`src/rtl/life_controller.sv`:
```
// Game-flow controller: ghost hit test, lives count, death freeze and idle/game-over/win states.
// Latency: lifeDown/restart are registered and appear one Clk after the deciding edge.
// Backpressure: none; inputs are sampled every Clk and pulses cannot be stalled.
module life_controller #(
    parameter int         START_LIVES = 3,
    parameter int         DEATH_SECS  = 2,
    parameter logic [7:0] START_KEY   = 8'h2C
) (
    input  logic        Clk,
    input  logic        Reset,
    input  logic        frame_clk,
    input  logic        sec,
    input  logic [7:0]  keycode,
    input  logic [9:0]  pX,
    input  logic [9:0]  pY,
    input  logic [9:0]  pS,
    input  logic [9:0]  gX0,
    input  logic [9:0]  gX1,
    input  logic [9:0]  gX2,
    input  logic [9:0]  gX3,
    input  logic [9:0]  gY0,
    input  logic [9:0]  gY1,
    input  logic [9:0]  gY2,
    input  logic [9:0]  gY3,
    input  logic [9:0]  gS0,
    input  logic [9:0]  gS1,
    input  logic [9:0]  gS2,
    input  logic [9:0]  gS3,
    input  logic [31:0] dots_left,
    output logic        lifeDown,
    output logic        restart,
    output logic [2:0]  lives,
    output logic        freeze,
    output logic        game_over,
    output logic        win,
    output logic [2:0]  state
);

    typedef enum logic [2:0] {
        ST_IDLE      = 3'd0,
        ST_PLAY      = 3'd1,
        ST_DEATH     = 3'd2,
        ST_GAME_OVER = 3'd3,
        ST_WIN       = 3'd4
    } state_t;

    // Seconds counter only needs to reach DEATH_SECS-1 before the freeze ends.
    localparam int               SEC_W      = (DEATH_SECS > 1) ? $clog2(DEATH_SECS) : 1;
    localparam logic [SEC_W-1:0] LAST_SEC   = SEC_W'(DEATH_SECS - 1);
    localparam logic [2:0]       LIVES_INIT = 3'(START_LIVES);

    state_t           r_state;
    state_t           w_state_nxt;
    logic [2:0]       r_lives;
    logic [2:0]       w_lives_nxt;
    logic [SEC_W-1:0] r_sec_cnt;
    logic [SEC_W-1:0] w_sec_cnt_nxt;
    logic             r_frame_q;
    logic             r_life_down;
    logic             w_life_down_nxt;
    logic             r_restart;
    logic             w_restart_nxt;
    logic             r_armed;

    logic             w_frame_rise;
    logic             w_start;
    logic             w_hit;
    logic [9:0]       w_gx [4];
    logic [9:0]       w_gy [4];
    logic [9:0]       w_gs [4];

    assign w_gx[0] = gX0;
    assign w_gx[1] = gX1;
    assign w_gx[2] = gX2;
    assign w_gx[3] = gX3;
    assign w_gy[0] = gY0;
    assign w_gy[1] = gY1;
    assign w_gy[2] = gY2;
    assign w_gy[3] = gY3;
    assign w_gs[0] = gS0;
    assign w_gs[1] = gS1;
    assign w_gs[2] = gS2;
    assign w_gs[3] = gS3;

    assign w_frame_rise = frame_clk & ~r_frame_q;
    assign w_start      = (keycode == START_KEY);

    // Unsigned distance widened to 11 bits so it compares cleanly against a summed radius.
    function automatic logic [10:0] abs_diff(input logic [9:0] a, input logic [9:0] b);
        return (a >= b) ? {1'b0, a - b} : {1'b0, b - a};
    endfunction

    // Box overlap against each ghost; touching exactly (distance == radius sum) is not a hit.
    always_comb begin
        w_hit = 1'b0;
        for (int i = 0; i < 4; i++) begin
            if ((abs_diff(pX, w_gx[i]) < ({1'b0, pS} + {1'b0, w_gs[i]})) &&
                (abs_diff(pY, w_gy[i]) < ({1'b0, pS} + {1'b0, w_gs[i]}))) begin
                w_hit = 1'b1;
            end
        end
    end

    // State, lives, second counter and the registered pulses.
    always_ff @(posedge Clk or negedge Reset) begin
        if (!Reset) begin
            r_state     <= ST_IDLE;
            r_lives     <= LIVES_INIT;
            r_sec_cnt   <= '0;
            r_frame_q   <= 1'b0;
            r_life_down <= 1'b0;
            r_restart   <= 1'b0;
            r_armed     <= 1'b0;
        end else begin
            r_state     <= w_state_nxt;
            r_lives     <= w_lives_nxt;
            r_sec_cnt   <= w_sec_cnt_nxt;
            r_frame_q   <= frame_clk;
            r_life_down <= w_life_down_nxt;
            r_restart   <= w_restart_nxt;
            r_armed     <= 1'b1;
        end
    end

    // Next-state logic. A start key on the first edge after reset release is dropped
    // (r_armed still low) so reset always wins over a key already held down.
    always_comb begin
        w_state_nxt     = r_state;
        w_lives_nxt     = r_lives;
        w_sec_cnt_nxt   = r_sec_cnt;
        w_life_down_nxt = 1'b0;
        w_restart_nxt   = 1'b0;
        case (r_state)
            ST_IDLE: begin
                if (w_start && r_armed) begin
                    w_lives_nxt   = LIVES_INIT;
                    w_restart_nxt = 1'b1;
                    w_state_nxt   = ST_PLAY;
                end
            end
            ST_PLAY: begin
                if (w_frame_rise) begin
                    if (dots_left == 32'd0) begin
                        w_state_nxt = ST_WIN;
                    end else if (w_hit) begin
                        w_life_down_nxt = 1'b1;
                        w_lives_nxt     = (r_lives == 3'd0) ? 3'd0 : r_lives - 3'd1;
                        w_sec_cnt_nxt   = '0;
                        w_state_nxt     = ST_DEATH;
                    end
                end
            end
            ST_DEATH: begin
                if (sec) begin
                    if (r_sec_cnt == LAST_SEC) begin
                        w_sec_cnt_nxt = '0;
                        if (r_lives == 3'd0) begin
                            w_state_nxt = ST_GAME_OVER;
                        end else begin
                            w_restart_nxt = 1'b1;
                            w_state_nxt   = ST_PLAY;
                        end
                    end else begin
                        w_sec_cnt_nxt = r_sec_cnt + SEC_W'(1);
                    end
                end
            end
            ST_GAME_OVER, ST_WIN: begin
                if (w_start) begin
                    w_lives_nxt   = LIVES_INIT;
                    w_restart_nxt = 1'b1;
                    w_state_nxt   = ST_PLAY;
                end
            end
            default: begin
                w_state_nxt = ST_IDLE;
            end
        endcase
    end

    assign lifeDown  = r_life_down;
    assign restart   = r_restart;
    assign lives     = r_lives;
    assign state     = r_state;
    assign freeze    = (r_state != ST_PLAY);
    assign game_over = (r_state == ST_GAME_OVER);
    assign win       = (r_state == ST_WIN);

endmodule

```
`config.mk`:
```
export PLATFORM = sky130hd
export DESIGN_NAME = life_controller
export DESIGN_NICKNAME = d
export VERILOG_FILES = /design/src/rtl/life_controller.sv
export SDC_FILE = /design/constraint.sdc
export NUM_CORES = 1
export LEC_CHECK = 0
export BUFFER_PORTS_ARGS = -buffer_cell sky130_fd_sc_hd__buf_4
export CAP_MARGIN = 20
export CORE_MARGIN = 3
export CORE_UTILIZATION = 59
export CTS_CLUSTER_DIAMETER = 50
export CTS_CLUSTER_SIZE = 14
export DETAILED_ROUTE_END_ITERATION = 12
export MAX_ROUTING_LAYER = met4
export PLACE_DENSITY = 0.84
export SKIP_LAST_GASP = 1
export SLEW_MARGIN = 20
export SYNTH_ARGS = -nofsm -noshare
export SYNTH_HDL_FRONTEND = slang
export SYNTH_SLANG_ARGS = --single-unit
```
`constraint.sdc`:
```
create_clock -name Clk -period 2.86 [get_ports Clk]
set_input_delay 0.572 -clock Clk [delete_from_list [all_inputs] [get_ports Clk]]
set_output_delay 0.572 -clock Clk [all_outputs]
set_load 0.05 [all_outputs]
```
==> flow_metrics.py, run 1 <==
metrics = {
    "yosys": {
        "ys_warn_count": 0,
        "synthMuxAreaShare_pct": 5.230,
        "synth_edf_count": 0,
        "synth-simple-area-share_pct": 11.52,
        "synth.ff_latch_count": 11,
        "syn-cell-area_mm2": 0.01043,
        "synthXorXnorAreaFrac_pct": 7.977,
        "async_flop_share_pct": 100.0,
        "synth_top_family_by_area": "adder cells",
        "syn_avg_cell_area_um2": 7.830,
        "synth_nets": 1812,
        "synth_cells": 1332,
        "ys_types": 90,
        "synth-compound-area-share_pct": 28.96,
        "yosysSeqAreaShare_pct": 2.663,
        "synthAdderAreaFrac_pct": 35.75,
        "synthFlopType": "dfrtp_1",
    },
    "outcome": {
        "last-stage-reached": "5_1_grt",
        "status": "stopped before the end",
        "stop_error": "[ERROR GRT-0232] Routing congestion too high. Check the congestion heatmap in the GUI.",
    },
    "placed_design": {
        "dp_slack_ps": -2435,
        "gp_congestion": 1.066,
        "dp_cells": 2140,
        "port_buffers": 204,
        "hpwl_mm": 39.69,
    },
    "clock_network": {
        "clk_path_buf_depth": 2,
        "cts-root-buf": "clkbuf_16",
        "clock-sinks": 11,
        "h-tree-depth": 1,
        "cts_buffers": 3,
    },
    "floorplan": {
        "die_w_um": 139.0,
        "start_util_pct": 61.58,
        "die_h_um": 139.0,
        "rows": 47,
        "ios": 205,
    },
    "sta": {
        "worst_endpoint": "lives[1]$_DFFE_PN1P_/D",
        "worst-ep-kind": "sequential cell input",
    },
    "global_routing": {
        "grt-ovfl-total": 1458,
        "grt_max_degree": 14,
        "grt_usage_pct": 94.66,
    },
}
==> Yosys cell counts (all sizes together) (4+ instances only) <==
library cell  instances  area, µm²
o211ai               10      80.07
a221oi                5      43.79
a21boi               10      78.83
nor4                 13      87.58
mux2                 17      195.2
a22oi                 9      67.56
nor2                 42      162.6
o31a                  4      35.03
nand2                56      212.7
a211o                 4      35.03
o21bai               16      120.1
inv                 173      649.4
a211oi               20      155.1
a31oi                15      93.84
o21a                 17      127.6
and3                  6      37.54
or3                   8      50.05
xor2                 36      315.3
mux2i                35      350.3
buf                  15      106.4
and2                 10      62.56
o2111ai               8      76.32
nor3                 17      85.08
ha                  266       3328
fa                   20      400.4
a2111oi               6      65.06
nor2b                14      87.58
clkbuf               17      65.06
nand4                16      100.1
nand3                18      90.09
a21o                 69      518.0
dfrtp                 9      225.2
nand2b               17      106.4
a21oi               129      671.9
xnor2                59      516.8
o31ai                 6      55.05
o21ai                85      429.2
==> timing repair <==
| item | CTS |
|---|---|
| hold buffers | 0 |
| pin swaps | 61 |
| resized for setup | 70 |
| endpoints found under the setup margin | 7 |
| buffers inserted | 18 |
==> kinds of logic after synthesis <==
family / count (synthesis)
compound gates: 451
fa+ha+maj: 286
simple gates: 231
buf+inv: 205
xor+xnor: 95
mux: 52
flops: 11
other cells: 1
==> metrics by stage <==
step	hold slack, ps	instance area [µm²]
global placement	410.8	15300
floorplan	276.4	10560
detailed placement	412.6	15300
CTS	157.7	15850
==> metal layers <==
| layer | global-route usage, % | overflow |
|---|---|---|
| met4 | 103.2 | 274 |
| met2 | 126.0 | 1149 |
| met1 | 82.13 | 22 |
| met3 | 67.28 | 13 |
| met5 | - | - |
==> inputs of run 2 (changes only) <==
--- a/config.mk
+++ b/config.mk
@@ -8,12 +8,9 @@
 export BUFFER_PORTS_ARGS = -buffer_cell sky130_fd_sc_hd__buf_4
 export CAP_MARGIN = 20
 export CORE_MARGIN = 3
-export CORE_UTILIZATION = 59
-export CTS_CLUSTER_DIAMETER = 50
-export CTS_CLUSTER_SIZE = 14
+export CORE_UTILIZATION = 40
 export DETAILED_ROUTE_END_ITERATION = 12
-export MAX_ROUTING_LAYER = met4
-export PLACE_DENSITY = 0.84
+export PLACE_DENSITY_LB_ADDON = 0.15
 export SKIP_LAST_GASP = 1
 export SLEW_MARGIN = 20
 export SYNTH_ARGS = -nofsm -noshare
==> run 2 against run 1 <==
  * The flow now finishes, with violations (setup timing)
  * Synthesized cell count unchanged
  * Synthesized area unchanged
==> flow_metrics.py, run 2 <==
metrics = {
    "routing": {
        "drt_wl_total_mm": 37.55,
        "avgRoutedWirePerCell_um": 16.35,
        "ant_nets": 0,
        "route.detailed.drc": 0,
        "vias": 12080,
        "dr.pass1.iters": 5,
        "routed_via_density": 5.261,
        "drt_iter0_drc": 546,
    },
    "clock_network": {
        "clk_latency_ps": 240,
        "cts_tree": "built",
        "h-tree-depth": 1,
        "clk_path_buf_depth": 2,
        "cts-root-buf": "clkbuf_16",
        "clock-sinks": 11,
        "hold_buffers": 0,
        "clkTransAtPathRegs_ps": 40,
        "cts_buffers": 3,
    },
    "yosys": {
        "yosysSeqAreaShare_pct": 2.663,
        "synth_common_cells": "ha_1, inv_1, a21oi_1",
        "syn_avg_cell_area_um2": 7.830,
        "synthMostInstantiatedCell": "ha_1",
        "ys_warn_count": 0,
        "async_flop_share_pct": 100.0,
        "synth_area_leaders": "ha_1, inv_1, a21oi_1",
        "syn-cell-area_mm2": 0.01043,
        "synth_top_area_share_pct": 31.91,
        "synth.ff_latch_count": 11,
        "synth_cells": 1332,
        "ys_types": 90,
        "yosysTopAreaCell": "ha_1",
        "synth_edf_count": 0,
        "synthFlopType": "dfrtp_1",
        "synth_nets": 1812,
    },
    "setup_path": {
        "cp_data_required_time_ps": 2980,
        "worstSetupStartpointType": "primary input",
        "worst-path-max-fanout": 7,
        "cp.arrival_ps": 4760,
        "critPathKind": "in2reg",
        "endpoint_kind": "register",
    },
    "pwr": {
        "pwr_density_cell_mw_per_mm2": 330.4,
        "vdd_drop_max_mv": 0.5491,
        "power_frac_comb_pct": 90.2,
        "power.share.switching_pct": 47.03,
        "p_total_mw": 5.325,
        "switching_power_mw": 2.504,
        "power_leakage_nw": 8.691,
        "power_frac_clock_pct": 4.8,
        "p_int_mw": 2.821,
        "pwr-share-seq_pct": 5.1,
    },
    "outcome": {
        "violations": "setup timing",
        "status": "finished with violations",
    },
    "cells_and_area": {
        "drive_gt1_share_pct": 38.96,
        "final_common_cell": "buf_4",
        "syn_to_final_growth_pct": 54.53,
        "fill_cells": 2292,
        "regArea_um2": 277.8,
        "multi_input_area_mm2": 0.009623,
        "final_cell_mix": "buf_4, ha_1, inv_1",
        "antenna_cells": 0,
        "final_nets": 2447,
    },
    "sta": {
        "final_hold_viol_count": 0,
        "fin_crit_ps": 4639,
        "fin_worst_skew_ps": 4.145,
        "maxSlewHeadroom_pct": 65.88,
        "setup_ws_ps": -1779,
        "hold_ws_ps": 161.6,
        "fmax_mhz": 215.6,
        "max_slew.worst_pin.slew_ps": 510.2,
        "finalCritPeriodShare_pct": 162.2,
        "finalSetupViolations": 7,
        "slew_violations": 0,
        "rsz0062_at_grt": "yes",
        "setup-tns-final_ps": -11800,
    },
    "flow_run": {
        "drv_cap": 0,
    },
    "min_path": {
        "hp-class": "in2async",
    },
    "global_routing": {
        "grt_pass1_wl_mm": 59.56,
        "grt_usage_pct": 25.45,
        "antenna_found_initial": 0,
        "grt_max_degree": 15,
        "grt-ovfl-total": 0,
        "grt_pass1_vias": 12323,
    },
    "floorplan": {
        "ios": 205,
        "die_h_um": 167.5,
        "fp.coreArea_mm2": 0.02540,
        "die_area_mm2": 0.02805,
        "start_util_pct": 41.06,
        "rows": 58,
        "die_w_um": 167.5,
    },
    "placed_design": {
        "hpwl_mm": 33.46,
        "port_buffers": 204,
        "gp_congestion": 0.9174,
    },
}
==> run 2: cell counts after synthesis <==
Identical to the previous run, type by type.
==> run 2: per-layer routing <==
metal,track usage [%],wire length (µm),share of wire [%],vias up
met3,2.243,1870,5.0,46
met4,5.336,849,2.3,0
li1,-,-,-,6100
met2,44.68,17670,47,317
met1,34.12,17160,46,5617
met5,0,0,0,-
==> run 2: worst paths after layout <==
kind / start / to / slack, ps / cells after the start
max in group asynchronous: Reset / lives[0] / 2470 / 1
min reg2reg: lives[1] / lives[1] / 500 / 2
min in group Clk: frame_clk / r_frame_q / 460 / 1
min: Reset / restart / 160 / 1
max: pX[5] / lives[2] / -1780 / 21
max reg2reg: state[0] / lives[2] / 510 / 5
==> run 2: stage by stage <==
stage / cell area, µm² / setup WS [ps] / util, % / cells
after floorplan: 10560 / -1419 / - / 1332
after global placement: 15700 / -2113 / 61.79 / 2277
after detailed placement: 15700 / -2215 / 61.79 / 2277
after CTS: 15930 / -1880 / 62.71 / 2291
after global routing: 16120 / -1938 / 63.46 / 2296
final: 16120 / -1779 / 63.46 / 2296
==> run 2: power by group through the flow <==
stage,combinational [mW],clock (mW),sequential (mW)
3_3_place_gp,4.42,0,0.269
2_1_floorplan,2.55,0,0.344
3_5_place_dp,4.53,0,0.268
4_1_cts,4.65,0.258,0.267
5_1_grt,5.29,0.269,0.279
6_report,4.80,0.254,0.270
==> run 2: critical path: stages <==
cell and delay (ps):
buf_4 110, inv_1 130, ha_1 290, a21o_1 190, a21oi_1 200, buf_4 150
o21a_1 100, o21ai_0 80, a22oi_1 340, nand3_1 130, nand2_1 90, xor2_1 220
ha_1 290, a211o_1 280, a21oi_2 150, o211ai_1 160, a2111oi_2 430, buf_4 180
a22oi_2 90, a41o_4 320, a31o_2 260
==> run 2: area by class of cell <==
cell class,instances,share of cell area (%)
inverter,173,4.130
tap,330,2.562
timing repair buffer,662,31.39
multi-input combinational,1116,59.70
clock buffer,4,0.4891
sequential,11,1.723
==> run 2: kinds of logic after synthesis <==
| group | synth area share (%) |
|---|---|
| muxes | 5.230 |
| AOI/OAI and AO/OA | 28.96 |
| DFF | 2.663 |
| xor gates and xnor gates | 7.977 |
| buffers and inverters | 7.869 |
| adders and majority gates | 35.75 |
| other | 0.03595 |
| and+or+nand+nor | 11.52 |
==> run 2: what timing repair did <==
action | in CTS | in global routing
pin swaps | 21 | 33
gates resized for setup | 18 | 35
setup buffers | 10 | 5
setup endpoints to repair | 7 | 7
Power figures use the tool's default switching activity.
